--- src/rtl/strip_pkg.sv ---
// Shared types and constants for the parallel serial LED strip driver.
package strip_pkg;

    typedef enum logic [2:0] {
        IDLE,
        FETCH,
        LOAD,
        SEND,
        LATCH
    } state_t;

    // Colour-order word sizes: GRB pixels and GRBW pixels.
    localparam int GRB24  = 24;
    localparam int GRBW32 = 32;

    function automatic int max_int(input int a, input int b);
        return (a > b) ? a : b;
    endfunction

endpackage

--- src/rtl/strip_driver_multi_counter.sv ---
// Free-running up counter with synchronous clear and count enable.
module counter #(
    parameter int W = 8
) (
    input  logic         clk,
    input  logic         rst,
    input  logic         en,
    output logic [W-1:0] out
);

    always_ff @(posedge clk) begin
        if (rst) begin
            out <= '0;
        end else if (en) begin
            out <= out + 1'b1;
        end
    end

endmodule

--- src/rtl/strip_driver_multi.sv ---
// Parallel WS2812-class driver: shifts NUM_STRIPS pixel streams from a shared
// line buffer, prefetching the next pixel so bit timing stays gapless.
module strip_driver_multi
    import strip_pkg::*;
#(
    parameter int NUM_STRIPS     = 4,
    parameter int LEDS_PER_STRIP = 128,
    parameter int BITS_PER_LED   = GRB24,
    parameter int T0H            = 10,
    parameter int T1H            = 30,
    parameter int TBIT           = 55,
    parameter int TRESET         = 2750,
    localparam int AW            = max_int(1, $clog2(LEDS_PER_STRIP))
) (
    input  logic                               sys_clk,
    input  logic                               rst,
    input  logic                               start,
    input  logic                               auto_refresh,
    output logic                               busy,
    output logic                               frame_done,
    output logic [AW-1:0]                      strip_raddr,
    output logic                               strip_re,
    input  logic [NUM_STRIPS*BITS_PER_LED-1:0] strip_rdata,
    output logic [NUM_STRIPS-1:0]              strip
);

    localparam int B  = BITS_PER_LED;
    localparam int PW = max_int(1, $clog2(max_int(TBIT, TRESET)));
    localparam int BW = max_int(1, $clog2(B));

    localparam logic [PW-1:0] PH_BIT_LAST = PW'(TBIT - 1);
    localparam logic [PW-1:0] PH_RST_LAST = PW'(TRESET - 1);
    localparam logic [PW-1:0] PH_T0H      = PW'(T0H);
    localparam logic [PW-1:0] PH_T1H      = PW'(T1H);
    localparam logic [PW-1:0] PH_ONE      = PW'(1);
    localparam logic [BW-1:0] BIT_LAST    = BW'(B - 1);
    localparam logic [AW-1:0] LED_LAST    = AW'(LEDS_PER_STRIP - 1);

    if (!(T0H >= 1 && T0H < T1H && T1H < TBIT)) begin : g_bad_timing
        $error("strip_driver_multi: timing requires 1 <= T0H < T1H < TBIT");
    end

    state_t state, state_n;

    logic [PW-1:0] ph, ph_n;
    logic [BW-1:0] bit_cnt, bit_n;
    logic [AW-1:0] led_cnt, led_n;
    logic ph_clr, ph_en, bit_clr, bit_en, led_clr, led_en;
    logic ph_last, bit_last, led_last, latch_end;
    logic do_load, do_shift, do_next, stage_cap, prefetch_n, send_n;
    logic [NUM_STRIPS-1:0] level_n;

    counter #(.W(PW)) u_ph  (.clk(sys_clk), .rst(rst || ph_clr),  .en(ph_en),  .out(ph));
    counter #(.W(BW)) u_bit (.clk(sys_clk), .rst(rst || bit_clr), .en(bit_en), .out(bit_cnt));
    counter #(.W(AW)) u_led (.clk(sys_clk), .rst(rst || led_clr), .en(led_en), .out(led_cnt));

    always_comb begin
        ph_last   = (ph == PH_BIT_LAST);
        bit_last  = (bit_cnt == BIT_LAST);
        led_last  = (led_cnt == LED_LAST);
        latch_end = (ph == PH_RST_LAST);
        state_n   = state;
        ph_clr    = 1'b1;
        ph_en     = 1'b0;
        bit_clr   = 1'b1;
        bit_en    = 1'b0;
        led_clr   = 1'b1;
        led_en    = 1'b0;
        unique case (state)
            IDLE: begin
                if (start || auto_refresh) state_n = FETCH;
            end
            FETCH: state_n = LOAD;
            LOAD:  state_n = SEND;
            SEND: begin
                ph_clr  = ph_last;
                ph_en   = !ph_last;
                bit_clr = ph_last && bit_last;
                bit_en  = ph_last && !bit_last;
                led_clr = ph_last && bit_last && led_last;
                led_en  = ph_last && bit_last && !led_last;
                if (ph_last && bit_last && led_last) state_n = LATCH;
            end
            LATCH: begin
                ph_clr = latch_end;
                ph_en  = !latch_end;
                if (latch_end) state_n = (auto_refresh || start) ? FETCH : IDLE;
            end
            default: state_n = IDLE;
        endcase
    end

    // Outputs are registered, so they are computed from next-cycle counter
    // values; this keeps the strip level aligned with the live phase count.
    always_comb begin
        ph_n  = ph_clr  ? '0 : (ph_en  ? ph + 1'b1      : ph);
        bit_n = bit_clr ? '0 : (bit_en ? bit_cnt + 1'b1 : bit_cnt);
        led_n = led_clr ? '0 : (led_en ? led_cnt + 1'b1 : led_cnt);
        send_n     = (state_n == SEND);
        prefetch_n = send_n && (bit_n == BIT_LAST) && (ph_n == '0) && (led_n != LED_LAST);
        do_load    = (state == LOAD);
        do_shift   = (state == SEND) && ph_last && !bit_last;
        do_next    = (state == SEND) && ph_last && bit_last && !led_last;
        stage_cap  = (state == SEND) && bit_last && (ph == PH_ONE) && !led_last;
    end

    for (genvar i = 0; i < NUM_STRIPS; i++) begin : g_strip
        logic [B-1:0] shift_q, shift_d, stage_q;

        always_comb begin
            shift_d = shift_q;
            if (do_load) begin
                shift_d = strip_rdata[i*B +: B];
            end else if (do_shift) begin
                shift_d = shift_q << 1;
            end else if (do_next) begin
                shift_d = stage_q;
            end
        end

        always_ff @(posedge sys_clk) begin
            if (rst) begin
                shift_q <= '0;
                stage_q <= '0;
            end else begin
                shift_q <= shift_d;
                if (stage_cap) stage_q <= strip_rdata[i*B +: B];
            end
        end

        assign level_n[i] = send_n && ((ph_n < PH_T0H) || ((ph_n < PH_T1H) && shift_d[B-1]));
    end

    always_ff @(posedge sys_clk) begin
        if (rst) begin
            state       <= IDLE;
            busy        <= 1'b0;
            frame_done  <= 1'b0;
            strip_re    <= 1'b0;
            strip_raddr <= '0;
            strip       <= '0;
        end else begin
            state       <= state_n;
            busy        <= (state_n != IDLE);
            frame_done  <= (state == LATCH) && latch_end;
            strip_re    <= (state_n == FETCH) || prefetch_n;
            strip_raddr <= prefetch_n ? led_n + 1'b1 : led_n;
            strip       <= level_n;
        end
    end

endmodule

--- config.mk ---
export PLATFORM = sky130hd
export DESIGN_NAME = strip_driver_multi
export DESIGN_NICKNAME = d
export VERILOG_FILES = /design/src/rtl/strip_pkg.sv /design/src/rtl/strip_driver_multi_counter.sv /design/src/rtl/strip_driver_multi.sv
export SDC_FILE = /design/constraint.sdc
export NUM_CORES = 1
export LEC_CHECK = 0
export CAP_MARGIN = 0
export CORE_MARGIN = 2
export CORE_UTILIZATION = 55
export CTS_CLUSTER_SIZE = 25
export DETAILED_ROUTE_END_ITERATION = 7
export PLACE_DENSITY = 0.9
export SLEW_MARGIN = 20
export SYNTH_ARGS = -nofsm -noshare
export SYNTH_HDL_FRONTEND = slang
export SYNTH_SLANG_ARGS = --single-unit
--- constraint.sdc ---
create_clock -name sys_clk -period 3.8 [get_ports sys_clk]
set_input_delay 0.76 -clock sys_clk [delete_from_list [all_inputs] [get_ports sys_clk]]
set_output_delay 0.76 -clock sys_clk [all_outputs]
set_load 0.05 [all_outputs]
==> results of run 1 <==
==> layout make-up <==
class,instances,area (um^2)
fillers,1427,5980
multi-input cells,893,4920
diodes,1,2.50
repair buffers,121,1260
clock inverters,4,85.1
clock buffers,33,686
well taps,229,287
inverters,4,15.0
flip-flops and latches,233,4660
==> state kept, by name, summed over array words and instances (netlist names) <==
name / count
busy: 1
strip_raddr: 7
frame_done: 1
strip: 4
state: 3
u_led.out: 7
g_strip.shift_q: 96
strip_re: 1
u_bit.out: 5
u_ph.out: 12
g_strip.stage_q: 96
==> worst min-delay path: cells and delay by family, from the launching register on <==
kind	cells	cell delay, ns
simple gates	1	0.05
flops	1	0.30
compound gates	1	0.05
==> power groups by stage <==
| stage | clock network [W] | logic, W | registers (W) |
|---|---|---|---|
| 2_1_floorplan | 0 | 0.000393 | 0.00271 |
| 3_3_place_gp | 0 | 0.000626 | 0.00270 |
| 3_5_place_dp | 0 | 0.000640 | 0.00270 |
| 4_1_cts | 0.00236 | 0.000653 | 0.00265 |
| 5_1_grt | 0.00245 | 0.000720 | 0.00267 |
| 6_report | 0.00233 | 0.000658 | 0.00265 |
==> stage by stage <==
step | total power (W) | hold WS (ns) | utilization (%) | cell area [um^2]
floorplan | 0.00310 | 0.432 | - | 9970
global placement | 0.00332 | 0.438 | 62.1 | 11100
global route | 0.00584 | 0.461 | 66.6 | 11900
detailed placement | 0.00334 | 0.443 | 62.1 | 11100
CTS | 0.00566 | 0.451 | 66.4 | 11900
finish | 0.00564 | 0.449 | 66.6 | 11900
==> layer usage <==
metal | vias up | track usage [%]
met2 | 313 | 41.4
li1 | 4450 | -
met4 | 0 | 8.29
met1 | 4295 | 34.4
met5 | - | 0
met3 | 54 | 3.14
==> final timing paths <==
kind	startpoint	endpoint	slack, ns	cells after the start
min	g_strip[3].stage_q[5]$_SDFFE_PP0P_	g_strip[3].stage_q[5]$_SDFFE_PP0P_	0.45	2
max	u_bit.out[0]$_SDFF_PP0_	strip_raddr[1]$_SDFF_PP0_	0.47	12
max reg2reg	u_bit.out[0]$_SDFF_PP0_	strip_raddr[1]$_SDFF_PP0_	0.47	12
min reg2reg	g_strip[3].stage_q[5]$_SDFFE_PP0P_	g_strip[3].stage_q[5]$_SDFFE_PP0P_	0.45	2
==> synth_stat cells (2+ instances only) <==
cell,number
nand2_1,299
dfxtp_1,233
a21oi_1,185
clkbuf_1,81
o21ai_0,76
a221o_1,73
nor2_1,69
nor3_1,20
nand3_1,12
buf_2,11
nand4_1,10
xor2_1,10
a31oi_1,8
buf_1,8
xnor2_1,8
a211oi_1,7
a22oi_1,7
and2_1,6
ha_1,6
nor2b_1,6
o21a_1,6
or3_1,6
a2bb2oi_1,5
and4_1,5
mux2_1,5
a21boi_0,4
a221oi_1,4
and3_1,4
inv_1,4
nor3b_1,4
o31a_1,4
nand3b_1,3
o21ai_1,3
o221ai_1,3
a21o_1,2
and4bb_2,2
nand4b_1,2
o21bai_1,2
o22ai_1,2
or3b_2,2
==> logic make-up after synthesis <==
logic type | Yosys count
buf+inv | 106
fa+ha+maj | 6
mux | 5
simple gates | 465
xor+xnor | 18
compound gates | 399
flops | 233
==> metrics.md, run 1 <==
| Metric | Value |
|---|---|
| Synth Area in Simple Gates | `20.6%` |
| Max_cap viols | `0` |
| Post-synthesis xor/xnor area fraction | `1.58%` |
| Cell Rows | `49` |
| Comb pwr share | `11.7%` |
| Clk Latency, worst-skew pair | `0.53 ns` |
| Clock power frac | `41.3%` |
| H-tree Lvls | `1` |
| Sequential fraction of the synthesis area | `46.8%` |
| P_sw | `0.00135 W` |
| Flops & latches, synth | `233` |
| Worst Setup Start Kind | `flip-flop` |
| Largest family of logic cells by synthesized area | `compound AO/OA/AOI/OAI gates` |
| Pwr dens | `473 nW/um^2` |
| RSZ-0062 raised after global routing | `false` |
| Num ports | `114` |
| Post-route ant nets | `0` |
| Crit-path slowest cell | `dfxtp_1` |
| Synth-to-layout area growth | `19.6%` |
| Peak supply drop | `0.000372 V` |
| Die H | `139 um` |
| Pre-CTS WS | `0.504 ns` |
| Port Buffers | `113` |
| CP Capture Type | `flip-flop` |
| Setup Fix Bufs, Post-CTS | `0` |
| TritonCTS Buffers | `25` |
| Hold-fix buffers at CTS | `0` |
| Die Area | `19,200 um^2` |
| Largest net degree at the start of global routing | `119` |
| Starting density of the core | `55.7%` |
| Placed cells | `1,479` |
| Final instance count without filler cells | `1,518` |
| Yosys top cell area share | `46.8%` |
| Critical path's largest stage delay | `0.40 ns` |
| Clock Root Buffer | `clkbuf_16` |
| Crit path DAT | `3.74 ns` |
| Clock Path Buffers | `3` |
| Post-synth EDFFs | `0` |
| Synthesized cell area | `9970 um^2` |
| Routed len/inst | `16.7 um` |
| Die width | `139 um` |
| TritonCTS clock tree | `built` |
| Clk sinks | `233` |
| Post-Route Setup TNS | `0 ns` |
| Minimum clock period | `3.33 ns` |
| Status | `completed` |
| Cell family with most CP delay | `simple AND/OR/NAND/NOR gates` |
| Synth cell types | `65` |
| Grt ovf | `0` |
| Vias in the first global route | `8,533` |
| Largest cells by area after synthesis | `dfxtp_1 47%, nand2_1 11%, a21oi_1 9.3%` |
| Ys Warns | `0` |
| Met2 WL | `11,900 um` |
| Wire length on met3 | `1590 um` |
| DR top layer | `met4` |
| Clk_skew | `0.00849 ns` |
| DR pass1 iterations | `5` |
| Commonest non-fill, non-tap cell in the layout | `nand2_1` |
| Cell Chain, Critical Path | `ha_1, nand4b_1, a211oi_1, and2_4, xnor2_1, nor2_1, ha_1, nand3_1, a21oi_1, nor4b_4, or2_1, mux2_1` |
| Via/cell ratio | `6.00` |
| Syn Nets | `1,338` |
| Worst-margin pin slew | `1.08 ns` |
| Worst setup margin | `0.469 ns` |
| DRC Markers | `0` |
| Initial antenna violation count | `1` |
| Period utilization | `87.6%` |
| Final Hold Vio Count | `0` |
| Worst min-delay path category | `flip-flop to flip-flop` |
| Slew headroom | `28.0%` |
| Post-cts resize count | `0` |
| Gpl congestion | `0.856` |
| Nets | `1,384` |
| Complex-gate fraction of the synthesized area | `25.5%` |
| Met1 WL | `11,100 um` |
| Post-Synthesis Cells | `1,232` |
| P_int | `0.00429 W` |
| Buffers & Inverters on Critical Path | `0` |
| Post-synth top flop | `dfxtp_1` |
| Switching fraction of total power | `24.0%` |
| Initial DRC Count | `792` |
| Most frequent CP cell | `ha_1` |
| First-pass GRT wire length | `41,300 um` |
| Final Max Slew Viols | `0` |
| Crit path kind | `flip-flop to flip-flop` |
| Final setup viols | `0` |
| Total number of vias | `9,112` |
| Avg Cell Area, Syn | `8.09 um^2` |
| CP required | `4.21 ns` |
| Adder-Cell Fraction of Synth Area | `0.753%` |
| CP Max Fanout | `7` |
| GRT Util Overall | `25.1%` |
| Fraction of layout cells with a size suffix above 1 | `4.58%` |
| Core area | `17,900 um^2` |
| Commonest cells after routing, fill and taps aside | `299 x nand2_1, 233 x dfxtp_1, 185 x a21oi_1` |
| Final wirelength | `25,300 um` |
| Max Freq | `300 MHz` |
| Mux share of post-synthesis cell area | `0.565%` |
| Leakage power | `4.02 nW` |
| DP HPWL | `14,700 um` |
| Sequential power share | `47.0%` |
| Ys async rst share | `0%` |
| Leading area contributor after synthesis | `dfxtp_1` |
| Clk slew on worst S/H paths | `0.06 ns` |
Power figures use the tool's default switching activity.
==> run 2, diff against run 1 <==
--- a/config.mk
+++ b/config.mk
@@ -5,7 +5,6 @@
 export SDC_FILE = /design/constraint.sdc
 export NUM_CORES = 1
 export LEC_CHECK = 0
-export CAP_MARGIN = 0
 export CORE_MARGIN = 2
 export CORE_UTILIZATION = 55
 export CTS_CLUSTER_SIZE = 25
==> results of run 2 <==
No change in the layout: final DEF, timing and power equal those of run 1.
==> run 3, diff against run 2 <==
--- a/config.mk
+++ b/config.mk
@@ -5,11 +5,13 @@
 export SDC_FILE = /design/constraint.sdc
 export NUM_CORES = 1
 export LEC_CHECK = 0
+export CELL_PAD_IN_SITES_DETAIL_PLACEMENT = 0
+export CELL_PAD_IN_SITES_GLOBAL_PLACEMENT = 1
 export CORE_MARGIN = 2
-export CORE_UTILIZATION = 55
+export CORE_UTILIZATION = 42
 export CTS_CLUSTER_SIZE = 25
 export DETAILED_ROUTE_END_ITERATION = 7
-export PLACE_DENSITY = 0.9
+export PLACE_DENSITY = 0.92
 export SLEW_MARGIN = 20
 export SYNTH_ARGS = -nofsm -noshare
 export SYNTH_HDL_FRONTEND = slang
==> run 3 against run 2 <==
Net effect: clock skew rose by 0.015 ns; hold slack barely moved; sequential power is essentially flat; sequential share of layout area fell by 0.44 points; highest routed layer unchanged; cell count grew 6.7%.
==> metrics.md, run 3 (same netlist as run 1, synthesis figures left out) <==
| Metric | Value |
|---|---|
| Filler cells | `2,234 (+57%)` |
| Post-cts resize count | `0 (unchanged)` |
| Pwr dens | `472 nW/um^2 (-0.25%)` |
| Post-Route Setup TNS | `0 ns (unchanged)` |
| Die width | `158 um (+14%)` |
| Final wirelength | `26,300 um (+3.9%)` |
| Nets | `1,388 (+0.29%)` |
| Final Max Slew Viols | `0 (unchanged)` |
| Cell Rows | `56 (+14%)` |
| Clock Path Buffers | `3 (unchanged)` |
| TritonCTS Buffers | `25 (unchanged)` |
| Slew headroom | `25.9% (-2.2 points)` |
| Cell Chain, Critical Path | `ha_1, nand4b_1, a21oi_1, nand3_1, a21oi_1, ha_1, nand3_1, a21oi_1, nor4b_4, or2_1, mux2_1` |
| Crit path DAT | `3.81 ns (+0.07 ns)` |
| Vias in the first global route | `8,462 (-0.83%)` |
| Worst min-delay path category | `flip-flop to flip-flop` |
| DR pass1 iterations | `5 (unchanged)` |
| Final Hold Vio Count | `0 (unchanged)` |
| Peak supply drop | `0.000298 V (-20%)` |
| Clk sinks | `233 (unchanged)` |
| Cell depth of the worst hold path | `2 (unchanged)` |
| DP HPWL | `15,600 um (+6.3%)` |
| RSZ-0062 raised after global routing | `false` |
| Grt ovf | `0 (unchanged)` |
| Die H | `158 um (+14%)` |
| Total number of vias | `8,989 (-1.3%)` |
| Clock Root Buffer | `clkbuf_16` |
| Via/cell ratio | `5.55 (-7.5%)` |
| DRC Markers | `0 (unchanged)` |
| Final Util | `51.5% (-15 points)` |
| Post-route ant nets | `0 (unchanged)` |
| Final Power | `0.00569 W (+0.88%)` |
| Max_cap viols | `0 (unchanged)` |
| Port Buffers | `113 (unchanged)` |
| TritonCTS clock tree | `built` |
| Synth-to-layout area growth | `20.9%` |
| CP Max Fanout | `7 (unchanged)` |
| Worst Setup Start Kind | `flip-flop` |
| Crit path kind | `flip-flop to flip-flop` |
| First-pass GRT wire length | `42,900 um (+4.0%)` |
| Worst-margin pin slew | `1.11 ns (+0.0325 ns)` |
| Max Freq | `293 MHz (-2.5%)` |
| Antenna cells | `0 (-1)` |
| Finished Cell Area | `12,100 um^2 (+1.1%)` |
| Minimum clock period | `3.41 ns (+0.0839 ns)` |
| Largest registers | `g_strip.shift_q x96, g_strip.stage_q x96, u_ph.out x12` |
| Clk Latency, worst-skew pair | `0.53 ns (about the same)` |
| Core area | `23,400 um^2 (+31%)` |
| Num ports | `114 (unchanged)` |
| GRT Util Overall | `20.8% (-4.3 points)` |
| Hold-fix buffers at CTS | `0 (unchanged)` |
| Initial antenna violation count | `0 (-1)` |
| Status | `completed` |
| Hold slack final | `0.449 ns (+0.00000600 ns)` |
| Routed len/inst | `16.3 um (-2.5%)` |
| Largest net degree at the start of global routing | `106 (-11%)` |
| Critical path's largest stage delay | `0.47 ns (+0.07 ns)` |
| Placed Area | `11,200 um^2 (+1.1%)` |
| R2R depth | `11 (-1)` |
| Leakage power | `4.05 nW (+0.89%)` |
| Fraction of layout cells with a size suffix above 1 | `5.54% (+0.96 points)` |
| Die Area | `25,000 um^2 (+30%)` |
| Initial DRC Count | `770 (-2.8%)` |
| Final setup viols | `0 (unchanged)` |
| CP required | `4.20 ns (about the same)` |
| Most frequent CP cell | `a21oi_1` |
| Gpl congestion | `0.853 (-0.36%)` |
| Commonest non-fill, non-tap cell in the layout | `nand2_1` |
| Clk_skew | `0.0231 ns (+0.0146 ns)` |
| Setup Fix Bufs, Post-CTS | `0 (unchanged)` |
| Starting density of the core | `42.6% (-13 points)` |
| Crit-path slowest cell | `a21oi_1` |
| H-tree Lvls | `1 (unchanged)` |
| Period utilization | `89.9% (+2.2 points)` |
| Commonest cells after routing, fill and taps aside | `299 x nand2_1, 233 x dfxtp_1, 185 x a21oi_1` |
| CP Capture Type | `flip-flop` |
| Clk slew on worst S/H paths | `0.06 ns (about the same)` |
[run 3: cell count changes in the layout (fill, tap and decap cells not counted), sizes merged]
cell    previous run  this run
clkinv             1         7
buf                9        13
clkbuf            33        36
bufinv             2         1
diode              1         0
[run 3: per-stage QoR]
step | setup WS (ns) | std cells
detailed placement | 0.431 | 1574
finish | 0.386 | 1619
global route | 0.0413 | 1619
CTS | 0.422 | 1619
floorplan | 0.837 | 1232
global placement | 0.572 | 1574
[run 3: final cells by class]
class | instances | area, um^2 | share of cell area (%)
Clock buffer | 36 | 737 | 6.11
Clock inverter | 9 | 73.8 | 0.612
Inverter | 4 | 15.0 | 0.125
Multi-Input combinational cell | 893 | 4920 | 40.8
Sequential cell | 233 | 4660 | 38.7
Tap cell | 319 | 399 | 3.31
Timing Repair Buffer | 125 | 1250 | 10.3
[run 3: path summary, 6_finish.rpt]
| path | slack (ns) | from | endpoint |
|---|---|---|---|
| min reg2reg | 0.45 | g_strip[0].stage_q[15]$_SDFFE_PP0P_ | g_strip[0].stage_q[15]$_SDFFE_PP0P_ |
| min | 0.45 | g_strip[0].stage_q[15]$_SDFFE_PP0P_ | g_strip[0].stage_q[15]$_SDFFE_PP0P_ |
| max | 0.39 | u_bit.out[0]$_SDFF_PP0_ | strip_raddr[1]$_SDFF_PP0_ |
| max reg2reg | 0.39 | u_bit.out[0]$_SDFF_PP0_ | strip_raddr[1]$_SDFF_PP0_ |
[run 3: critical path: cells and delay by family, from the launching register on]
| family | cells | cell delay, ns |
|---|---|---|
| AO/OA/AOI/OAI | 3 | 0.86 |
| adder cells (fa/ha/maj) | 2 | 0.50 |
| flip-flops | 1 | 0.41 |
| multiplexers | 1 | 0.33 |
| AND/OR/NAND/NOR | 5 | 1.20 |
[run 3: routing by layer]
| layer | global-route usage (%) | vias to the layer above | wire [um] |
|---|---|---|---|
| li1 | - | 4469 | - |
| met1 | 30.3 | 4277 | 12900 |
| met2 | 32.8 | 216 | 11800 |
| met3 | 3.09 | 27 | 1350 |
| met4 | 3.78 | 0 | 297 |
| met5 | 0 | - | 0 |
[run 3: where the power goes]
group / internal, W / switching [W]
clock network: 0.00141 / 0.000980
logic: 0.000325 / 0.000328
registers: 0.00257 / 0.0000747
